$ cat src/rtl/nn_mlp_core.sv
// nn_mlp_core: 2-3-2 MLP inference engine (ReLU hidden layer, linear output layer).
// Signed Q4.12 arithmetic. Each run processes the 4 samples held in the K memory.
// Host-side writes to WB/K are accepted at any time. Results are read from A through a
// registered port with 1-cycle latency.
// Optional feature macro: NN_SATURATE_EN. When defined, neuron results are clamped to
// the 16-bit signed range. When undefined, they wrap.
module nn_mlp_core #(
  parameter int DATA_W = 16,
  parameter int FRAC_W = 12
) (
  input  logic        clk,
  input  logic        rst,
  input  logic        en,
  input  logic        clr,
  output logic        ready,
  input  logic        start,
  output logic        done,
  input  logic        wb_ena,
  input  logic [2:0]  wb_addra,
  input  logic [63:0] wb_dina,
  input  logic [7:0]  wb_wea,
  input  logic        k_ena,
  input  logic [1:0]  k_addra,
  input  logic [63:0] k_dina,
  input  logic [7:0]  k_wea,
  input  logic        a_enb,
  input  logic [1:0]  a_addrb,
  output logic [63:0] a_doutb
);

  typedef enum logic [2:0] {
    S_IDLE, S_H0, S_H1, S_H2, S_O0, S_O1, S_WR, S_DONE
  } state_t;

  state_t r_state, w_next;

  // Only WB rows 0-4 and K rows 0-1 carry data; writes to unused rows are dropped.
  logic [63:0] r_wb [0:4];
  logic [63:0] r_k  [0:1];
  logic [31:0] r_a  [0:3];
  logic [31:0] r_dout;

  logic [1:0]               r_sample;
  logic signed [DATA_W-1:0] r_h0, r_h1, r_h2, r_y0, r_y1;

  logic [2:0]         w_row_idx;
  logic [63:0]        w_row;
  logic signed [15:0] w_w0, w_x0, w_w1, w_x1, w_w2, w_x2, w_b;
  logic               w_relu;
  logic [15:0]        w_neuron;

  // One neuron: sum of products plus scaled bias, floor shift back to Q4.12, narrow, ReLU.
  function automatic logic [15:0] neuron(
    input logic signed [15:0] w0, input logic signed [15:0] x0,
    input logic signed [15:0] w1, input logic signed [15:0] x1,
    input logic signed [15:0] w2, input logic signed [15:0] x2,
    input logic signed [15:0] b,  input logic relu);
    logic signed [34:0] acc;
    logic signed [22:0] r;
    logic [15:0]        n;
    acc = 35'(w0) * 35'(x0) + 35'(w1) * 35'(x1) + 35'(w2) * 35'(x2) + (35'(b) <<< FRAC_W);
    r   = acc[34:FRAC_W];
`ifdef NN_SATURATE_EN
    if (r > 23'sh007FFF) begin
      n = 16'h7FFF;
    end else if (r < 23'sh7F8000) begin
      n = 16'h8000;
    end else begin
      n = r[15:0];
    end
`else
    n = r[15:0];
`endif
    if (relu && n[15]) begin
      neuron = 16'h0000;
    end else begin
      neuron = n;
    end
  endfunction

  assign ready   = (r_state == S_IDLE);
  assign done    = (r_state == S_DONE);
  assign a_doutb = {32'h0000_0000, r_dout};

  // Select which WB row feeds the neuron evaluated in the current state.
  always_comb begin
    w_row_idx = 3'd0;
    case (r_state)
      S_H0:    w_row_idx = 3'd0;
      S_H1:    w_row_idx = 3'd1;
      S_H2:    w_row_idx = 3'd2;
      S_O0:    w_row_idx = 3'd3;
      S_O1:    w_row_idx = 3'd4;
      default: w_row_idx = 3'd0;
    endcase
  end

  assign w_row = r_wb[w_row_idx];

  // Operand routing: hidden neurons take the current sample's features, outputs take hidden results.
  always_comb begin
    w_w0 = $signed(w_row[15:0]);
    w_w1 = $signed(w_row[31:16]);
    w_w2 = 16'sh0000;
    w_x0 = 16'sh0000;
    w_x1 = 16'sh0000;
    w_x2 = 16'sh0000;
    w_b  = 16'sh0000;
    w_relu = 1'b0;
    if ((r_state == S_O0) || (r_state == S_O1)) begin
      w_w2 = $signed(w_row[47:32]);
      w_x0 = r_h0;
      w_x1 = r_h1;
      w_x2 = r_h2;
      w_b  = $signed(w_row[63:48]);
      w_relu = 1'b0;
    end else begin
      w_x0 = $signed(r_k[0][{r_sample, 4'b0000} +: 16]);
      w_x1 = $signed(r_k[1][{r_sample, 4'b0000} +: 16]);
      w_b  = $signed(w_row[47:32]);
      w_relu = 1'b1;
    end
    w_neuron = neuron(w_w0, w_x0, w_w1, w_x1, w_w2, w_x2, w_b, w_relu);
  end

  // Next-state logic: clr aborts to IDLE, en low freezes the sequence.
  always_comb begin
    w_next = r_state;
    if (clr) begin
      w_next = S_IDLE;
    end else if (en) begin
      case (r_state)
        S_IDLE: begin
          if (start) w_next = S_H0;
          else       w_next = S_IDLE;
        end
        S_H0: w_next = S_H1;
        S_H1: w_next = S_H2;
        S_H2: w_next = S_O0;
        S_O0: w_next = S_O1;
        S_O1: w_next = S_WR;
        S_WR: begin
          if (r_sample == 2'd3) w_next = S_DONE;
          else                  w_next = S_H0;
        end
        S_DONE:  w_next = S_IDLE;
        default: w_next = S_IDLE;
      endcase
    end else begin
      w_next = r_state;
    end
  end

  // State register.
  always_ff @(posedge clk) begin
    if (rst) r_state <= S_IDLE;
    else     r_state <= w_next;
  end

  // Datapath: capture neuron results, write A[s] and step the sample counter.
  always_ff @(posedge clk) begin
    if (rst) begin
      r_sample <= 2'd0;
      r_h0 <= 16'sh0000; r_h1 <= 16'sh0000; r_h2 <= 16'sh0000;
      r_y0 <= 16'sh0000; r_y1 <= 16'sh0000;
      for (int i = 0; i < 4; i++) r_a[i] <= 32'h0000_0000;
    end else if (clr) begin
      r_sample <= 2'd0;
      for (int i = 0; i < 4; i++) r_a[i] <= 32'h0000_0000;
    end else if (en) begin
      case (r_state)
        S_IDLE: r_sample <= 2'd0;
        S_H0:   r_h0 <= w_neuron;
        S_H1:   r_h1 <= w_neuron;
        S_H2:   r_h2 <= w_neuron;
        S_O0:   r_y0 <= w_neuron;
        S_O1:   r_y1 <= w_neuron;
        S_WR: begin
          r_a[r_sample] <= {r_y1, r_y0};
          r_sample      <= r_sample + 2'd1;
        end
        default: r_sample <= r_sample;
      endcase
    end
  end

  // Host byte-enabled writes into WB and K, independent of the compute FSM.
  always_ff @(posedge clk) begin
    if (rst) begin
      for (int i = 0; i < 5; i++) r_wb[i] <= 64'h0;
      for (int i = 0; i < 2; i++) r_k[i]  <= 64'h0;
    end else begin
      if (wb_ena && (wb_addra <= 3'd4)) begin
        for (int b = 0; b < 8; b++) begin
          if (wb_wea[b]) r_wb[wb_addra][8*b +: 8] <= wb_dina[8*b +: 8];
        end
      end
      if (k_ena && !k_addra[1]) begin
        for (int b = 0; b < 8; b++) begin
          if (k_wea[b]) r_k[k_addra[0]][8*b +: 8] <= k_dina[8*b +: 8];
        end
      end
    end
  end

  // Registered A read port; holds its value while a_enb is low.
  always_ff @(posedge clk) begin
    if (rst)        r_dout <= 32'h0000_0000;
    else if (a_enb) r_dout <= r_a[a_addrb];
    else            r_dout <= r_dout;
  end

endmodule

$ cat config.mk
export PLATFORM = sky130hd
export DESIGN_NAME = nn_mlp_core
export DESIGN_NICKNAME = d
export VERILOG_FILES = /design/src/rtl/nn_mlp_core.sv
export SDC_FILE = /design/constraint.sdc
export NUM_CORES = 2
export LEC_CHECK = 0
export ABC_AREA = 1
export BUFFER_PORTS_ARGS = -buffer_cell sky130_fd_sc_hd__buf_2
export CAP_MARGIN = 10
export CORE_ASPECT_RATIO = 0.6
export CORE_MARGIN = 4
export CORE_UTILIZATION = 45
export DETAILED_ROUTE_END_ITERATION = 16
export GPL_TIMING_DRIVEN = 0
export PLACE_DENSITY = 0.67
export SETUP_SLACK_MARGIN = 0.5
export SLEW_MARGIN = 20
export SYNTH_ARGS = -nofsm -noshare
export SYNTH_HDL_FRONTEND = slang
export SYNTH_SLANG_ARGS = --single-unit
$ cat constraint.sdc
create_clock -name clk -period 12.4 [get_ports clk]
set_clock_uncertainty 0.2 [all_clocks]
set_input_delay 1.24 -clock clk [delete_from_list [all_inputs] [get_ports clk]]
set_output_delay 1.24 -clock clk [all_outputs]
set_load 0.01 [all_outputs]
; ---- Yosys cells after proc, flatten, opt, wreduce, memory -nomap -nowiden
; Memory sizes are Yosys's and may differ from the RTL's. A register that Yosys moved wholly into a read port is not among the register bits.
; Index checks and enable logic that the tools add are counted.
[classes]
n_addsub = 4
multipliers = 3
n_lt_le_gt_ge = 1
eq_ne = 8
shift = 2
n_mux = 99
bitwise_logic = 5
n_reduce_logical = 17
[op_table]
columns = cell, count
row1 = $mux 32, 5
row2 = $mux 64, 2
row3 = $reduce_or 64->1, 2
row4 = $shiftx 64x7->16, 2
row5 = $mux 16, 6
row6 = $add 28x28->28, 3
row7 = $mul 16x16->28, 3
row8 = $mux 1, 78
row9 = $reduce_or 32->1, 1
row10 = $pmux 3 s8, 1
row11 = $mux 8, 2
row12 = $reduce_and 3->1, 5
row13 = $eq 3x3->1 const B, 4
row14 = $pmux 3 s4, 1
row15 = $eq 3x2->1 const B, 2
row16 = $mux 3, 2
row17 = $or 1x1->1, 4
row18 = $pmux 2 s2, 1
row19 = $eq 3x1->1 const B, 1
row20 = $le 3x3->1 const B, 1
row21 = $logic_and 1x1->1, 3
row22 = $logic_not 3->1, 1
row23 = $add 2x1->2 const B, 1
row24 = $eq 2x2->1 const B, 1
row25 = 7 further kinds, 7
[totals]
regBits = 85
ramBits = 576
mem_count = 3
[mem_list]
columns = name, words, width, read_ports, rd_ports_with_merged_regs, write_ports, line_no
row1 = r_wb, 5, 64, 1, 0, 5, 38  ; logic [63:0] r_wb [0:4];
row2 = r_a, 4, 32, 1, 1, 4, 40  ; logic [31:0] r_a [0:3];
row3 = r_k, 2, 64, 2, 0, 2, 39  ; logic [63:0] r_k [0:1];

; ---- Depth between registers and ports, before layout
[depth]
depth_word = 9
depth_mapped = 47
mapped_depth_nobuf = 43

; ---- Worst setup path after synthesis
; OpenSTA, ideal clock, no wires.
[synth_path]
kind = reg2reg
from = register r_state[1]
to = register r_h1[12]
setup_time_ns = 0.132
t_arrival_ns = 9.197
required_time_ns = 12.068
slack_ns = 2.871
stages_incl_launch_ff = 43
n_path_buf = 7
synth_period_minus_slack_ns = 9.529
cell_sequence = dfxtp_1 > inv_2 > ha_1 > inv_1 > nand3_4 > buf_6 > buf_6 > clkbuf_1 > clkbuf_1 > buf_1 > nand2_1 > nand2_1 > nand2_1 > inv_1 > clkbuf_1 > nand2_1 > fa_1 > inv_1 > [... 7 more ...] > fa_1 > fa_1 > inv_1 > fa_1 > inv_1 > ha_1 > a21oi_1 > o21a_1 > nor4_1 > a2111oi_0 > o21ai_0 > a21oi_1 > nand3_1 > nand2_2 > nand2_4 > buf_12 > nand2_2 > a21oi_1
[synth_via]
elab_chain_len = 9
[synth_rtl]
columns = element, line_no
row1 = from (decl), 35  ; state_t r_state, w_next;
row2 = from (signal assigned), 157  ; else r_state <= w_next;
row3 = "$eq 3x3->1, or another cell as far along", "88, 110"
row4 = $pmux 3 s4 or $logic_or 1x1->1 (tied branches), "88, 110"
row5 = $mem_v2 5x64 or $mux 16 (tied branches), n/a
row6 = $mul 16x16->28 or $mux 16 (tied branches), "61, 110"
row7 = $add 28x28->28 or $mul 16x16->28 (tied branches), 61  ; acc = 35'(w0) * 35'(x0) + 35'(w1) * 35'(x1) + 35'(w2) * 35'(x2) + (35'(b) <<< FRAC_W);
row8 = $add 28x28->28 (2 in a row), 61
row9 = $logic_and 1x1->1, 74  ; if (relu && n[15]) begin
row10 = $mux 16, 74
row11 = to (signal assigned), 174  ; S_H1: r_h1 <= w_neuron;
row12 = to (decl), 44  ; logic signed [DATA_W-1:0] r_h0, r_h1, r_h2, r_y0, r_y1;
; Several ways; a longest one is shown, not always the timed one.
; A chain may end at the register's enable or synchronous reset.

; ---- Final worst setup path
[layout_path]
from = register r_state[1]
to = register r_h2[2]
[layout_via]
elab_chain_len = 9
[layout_rtl]
columns = element, line_no
row1 = "$eq 3x3->1, or another cell as far along", "88, 110"
row2 = $pmux 3 s4 or $logic_or 1x1->1 (tied branches), "88, 110"
row3 = $mem_v2 5x64 or $mux 16 (tied branches), n/a
row4 = $mul 16x16->28 or $mux 16 (tied branches), "61, 110"
row5 = $add 28x28->28 or $mul 16x16->28 (tied branches), 61
row6 = $add 28x28->28 (2 in a row), 61
row7 = $logic_and 1x1->1, 74
row8 = $mux 16, 74
row9 = to (signal assigned), 175  ; S_H2: r_h2 <= w_neuron;
row10 = to (decl), 44
; Several ways; a longest one is shown, not always the timed one.

==> impl_metrics.json <==
{
  "status": "complete, no violations",
  "hold_buffers": 0,
  "cp-start-kind": "register",
  "async_reset_ff_share_pct": 0,
  "synth_adder_area_share_pct": 31.7,
  "start_util_pct": 45.7,
  "hold_viol_final": 0,
  "core_area_mm2": 0.127,
  "vias": 45121,
  "overflow": 0,
  "rsz0062_at_grt": "yes",
  "place_area_mm2": 0.0617,
  "r2r_start": "r_state[1]",
  "synth-edff-count": 593,
  "insertion_delay_ns": 0.70,
  "fill_cells": 11903,
  "cts_tree": "built",
  "routed_wl_um": 195000,
  "drive_gt1_share_pct": 8.44,
  "io_pins": 225,
  "dp_hpwl_um": 162000,
  "grt_pass1_vias": 44700,
  "synth-seq-cells": 710,
  "cts_max_level": 3,
  "fin_area_mm2": 0.0642,
  "critPathRequiredTime_ns": 12.76,
  "synth-compound-area-share_pct": 5.77,
  "crit_type": "reg2reg",
  "synth-main-ff-cell": "edfxtp_1",
  "fp-row-count": 101,
  "route.detailed.drc": 0,
  "cts_sinks": 710,
  "timing.hold.ws_ns": 0.309,
  "setup-violations-final": 0,
  "reg2regPathDepth": 42,
  "synth_top_family_by_area": "adder cells",
  "end_kind": "register",
  "cpMostUsedCell": "fa_1",
  "vias_per_cell": 5.41,
  "area_growth_pct": 10.4,
  "critPathMaxFanout": 10,
  "period_needed_ns": 11.60,
  "slowest_delay_ns": 0.61,
  "root_buffer": "clkbuf_16",
  "layout_commonest_cell": "inv_1",
  "fp.dieW_um": 472,
  "wire_per_inst_um": 23.3,
  "clockBufferDepth": 3,
  "ys_warn_count": 0,
  "gp_congestion": 1.01,
  "grt_usage_pct": 28.9,
  "synth_cell_types": 54,
  "layout_common_cells": "inv_1, nor2_1, nand2_1",
  "drtIter0Drc": 5339,
  "grt_first_pass_wirelength_um": 289000,
  "synth-xor-area-share_pct": 0.753,
  "avgSynthCellArea_um2": 9.31,
  "netlist_area_mm2": 0.0582,
  "ant_nets": 0,
  "fmax_mhz": 86.2,
  "synth_simple_gate_area_share_pct": 16.2,
  "clk_pin_slew_ns": 0.06,
  "die_h_um": 286,
  "min_period_over_period_pct": 93.5,
  "critPathLaunch": "r_state[1]",
  "grt_max_degree": 23,
  "max_slew_margin_pct": 15.7,
  "whs_path_depth": 2,
  "cp_slowest_cell": "fa_1",
  "synth.mux.area_fraction_pct": 0.551,
  "drv_slew": 0,
  "cts_buffers": 70,
  "hold_path.class": "reg2reg",
  "die_area_mm2": 0.135,
  "max-cap-violations": 0,
  "final_nets": 7729,
  "hp-start": "r_state[0]",
  "netlist_instances": 6246,
  "cp.arrival_ns": 11.96,
  "worstMarginPinSlew_ns": 1.26,
  "firstDrtPassIters": 6,
  "yosysSeqAreaShare_pct": 34.6,
  "port_buffers": 187,
  "grt_antenna_before_repair": 7
}
## metrics by stage
step / cells / setup WS, ns / utilization (%) / setup TNS (ns)
6_report: 8339 / 0.803 / 50.4 / 0
5_1_grt: 8334 / 0.463 / 50.4 / 0
4_1_cts: 8332 / 0.502 / 50.3 / 0
3_5_place_dp: 8198 / -1.03 / 48.4 / -74.08
3_3_place_gp: 8180 / -1.43 / 48.2 / -105.19
2_1_floorplan: 6294 / 2.87 / - / 0
## cells by family after synthesis
logic type	after synthesis
multiplexers	32
adder cells (fa/ha/maj)	992
flip-flops	710
XOR/XNOR	50
AO/OA/AOI/OAI	555
other	1
buffers and inverters	1529
AND/OR/NAND/NOR	2377
## layout make-up
cell class	instances	area (um2)	share of cell area (%)
Multi-Input combinational cell	4055	32400	50.4
Clock inverter	37	370	0.577
Buffer	269	1360	2.12
Sequential cell	710	20200	31.4
Tap cell	1699	2130	3.31
Timing Repair Buffer	212	1220	1.90
Clock buffer	92	1850	2.89
Inverter	1260	4740	7.37
Antenna cell	5	12.5	0.0195
## worst paths after layout
kind | endpoint | slack (ns)
max | r_h2[2] | 0.80
min | r_state[0] | 0.31
max reg2reg | r_h2[2] | 0.80
min reg2reg | r_state[0] | 0.31
## per-layer routing
| layer | up-vias | track usage [%] | routed length (um) |
|---|---|---|---|
| met4 | 10 | 6.82 | 5000 |
| met2 | 2600 | 38.0 | 74500 |
| li1 | 19846 | - | - |
| met1 | 22394 | 43.8 | 85000 |
| met5 | - | 1.31 | 345 |
| met3 | 271 | 11.9 | 29700 |
## worst max-delay path: cells and delay by family, from the launching register on
family                     cells  cell delay [ns]
adders and majority gates     11             5.00
DFF                            1             0.43
AOI/OAI and AO/OA              6             1.33
buffers and inverters         14             2.48
and+or+nand+nor               11             1.97
## cells in the mapped netlist, drive strengths merged, types with 11 or more instances
cell    count  share of area (%)
a21oi     142                1.4
a221oi     27               0.41
a32o       20               0.34
buf        92               0.99
clkbuf    169                1.1
dfxtp     117                4.0
edfxtp    593                 31
fa        804                 28
ha        188                4.0
inv      1252                8.1
mux2i      32               0.55
nand2     987                6.5
nand3     215                1.9
nand3b     11               0.14
nor2     1131                7.3
o211ai     26               0.34
o21ai     280                2.4
o221ai     33               0.50
or2        13               0.14
xnor2      25               0.38
xor2       25               0.38
## flip-flops by register name, indices dropped and copies added (netlist names)
name and flops:
r_a 128, r_dout 32, r_h0 16, r_h1 16
r_h2 16, r_k 128, r_sample 2, r_state 3
r_wb 337, r_y0 16, r_y1 16
## repair_timing
item                                    4_1_cts  5_1_grt
buffers inserted                              5        2
endpoints found under the setup margin       80       80
pin swaps                                     2        2
gates resized for setup                      42       90
Power is left out: the tool's default activity adds up to more than one toggle a clock period on the data nets, which glitch-free logic cannot reach.
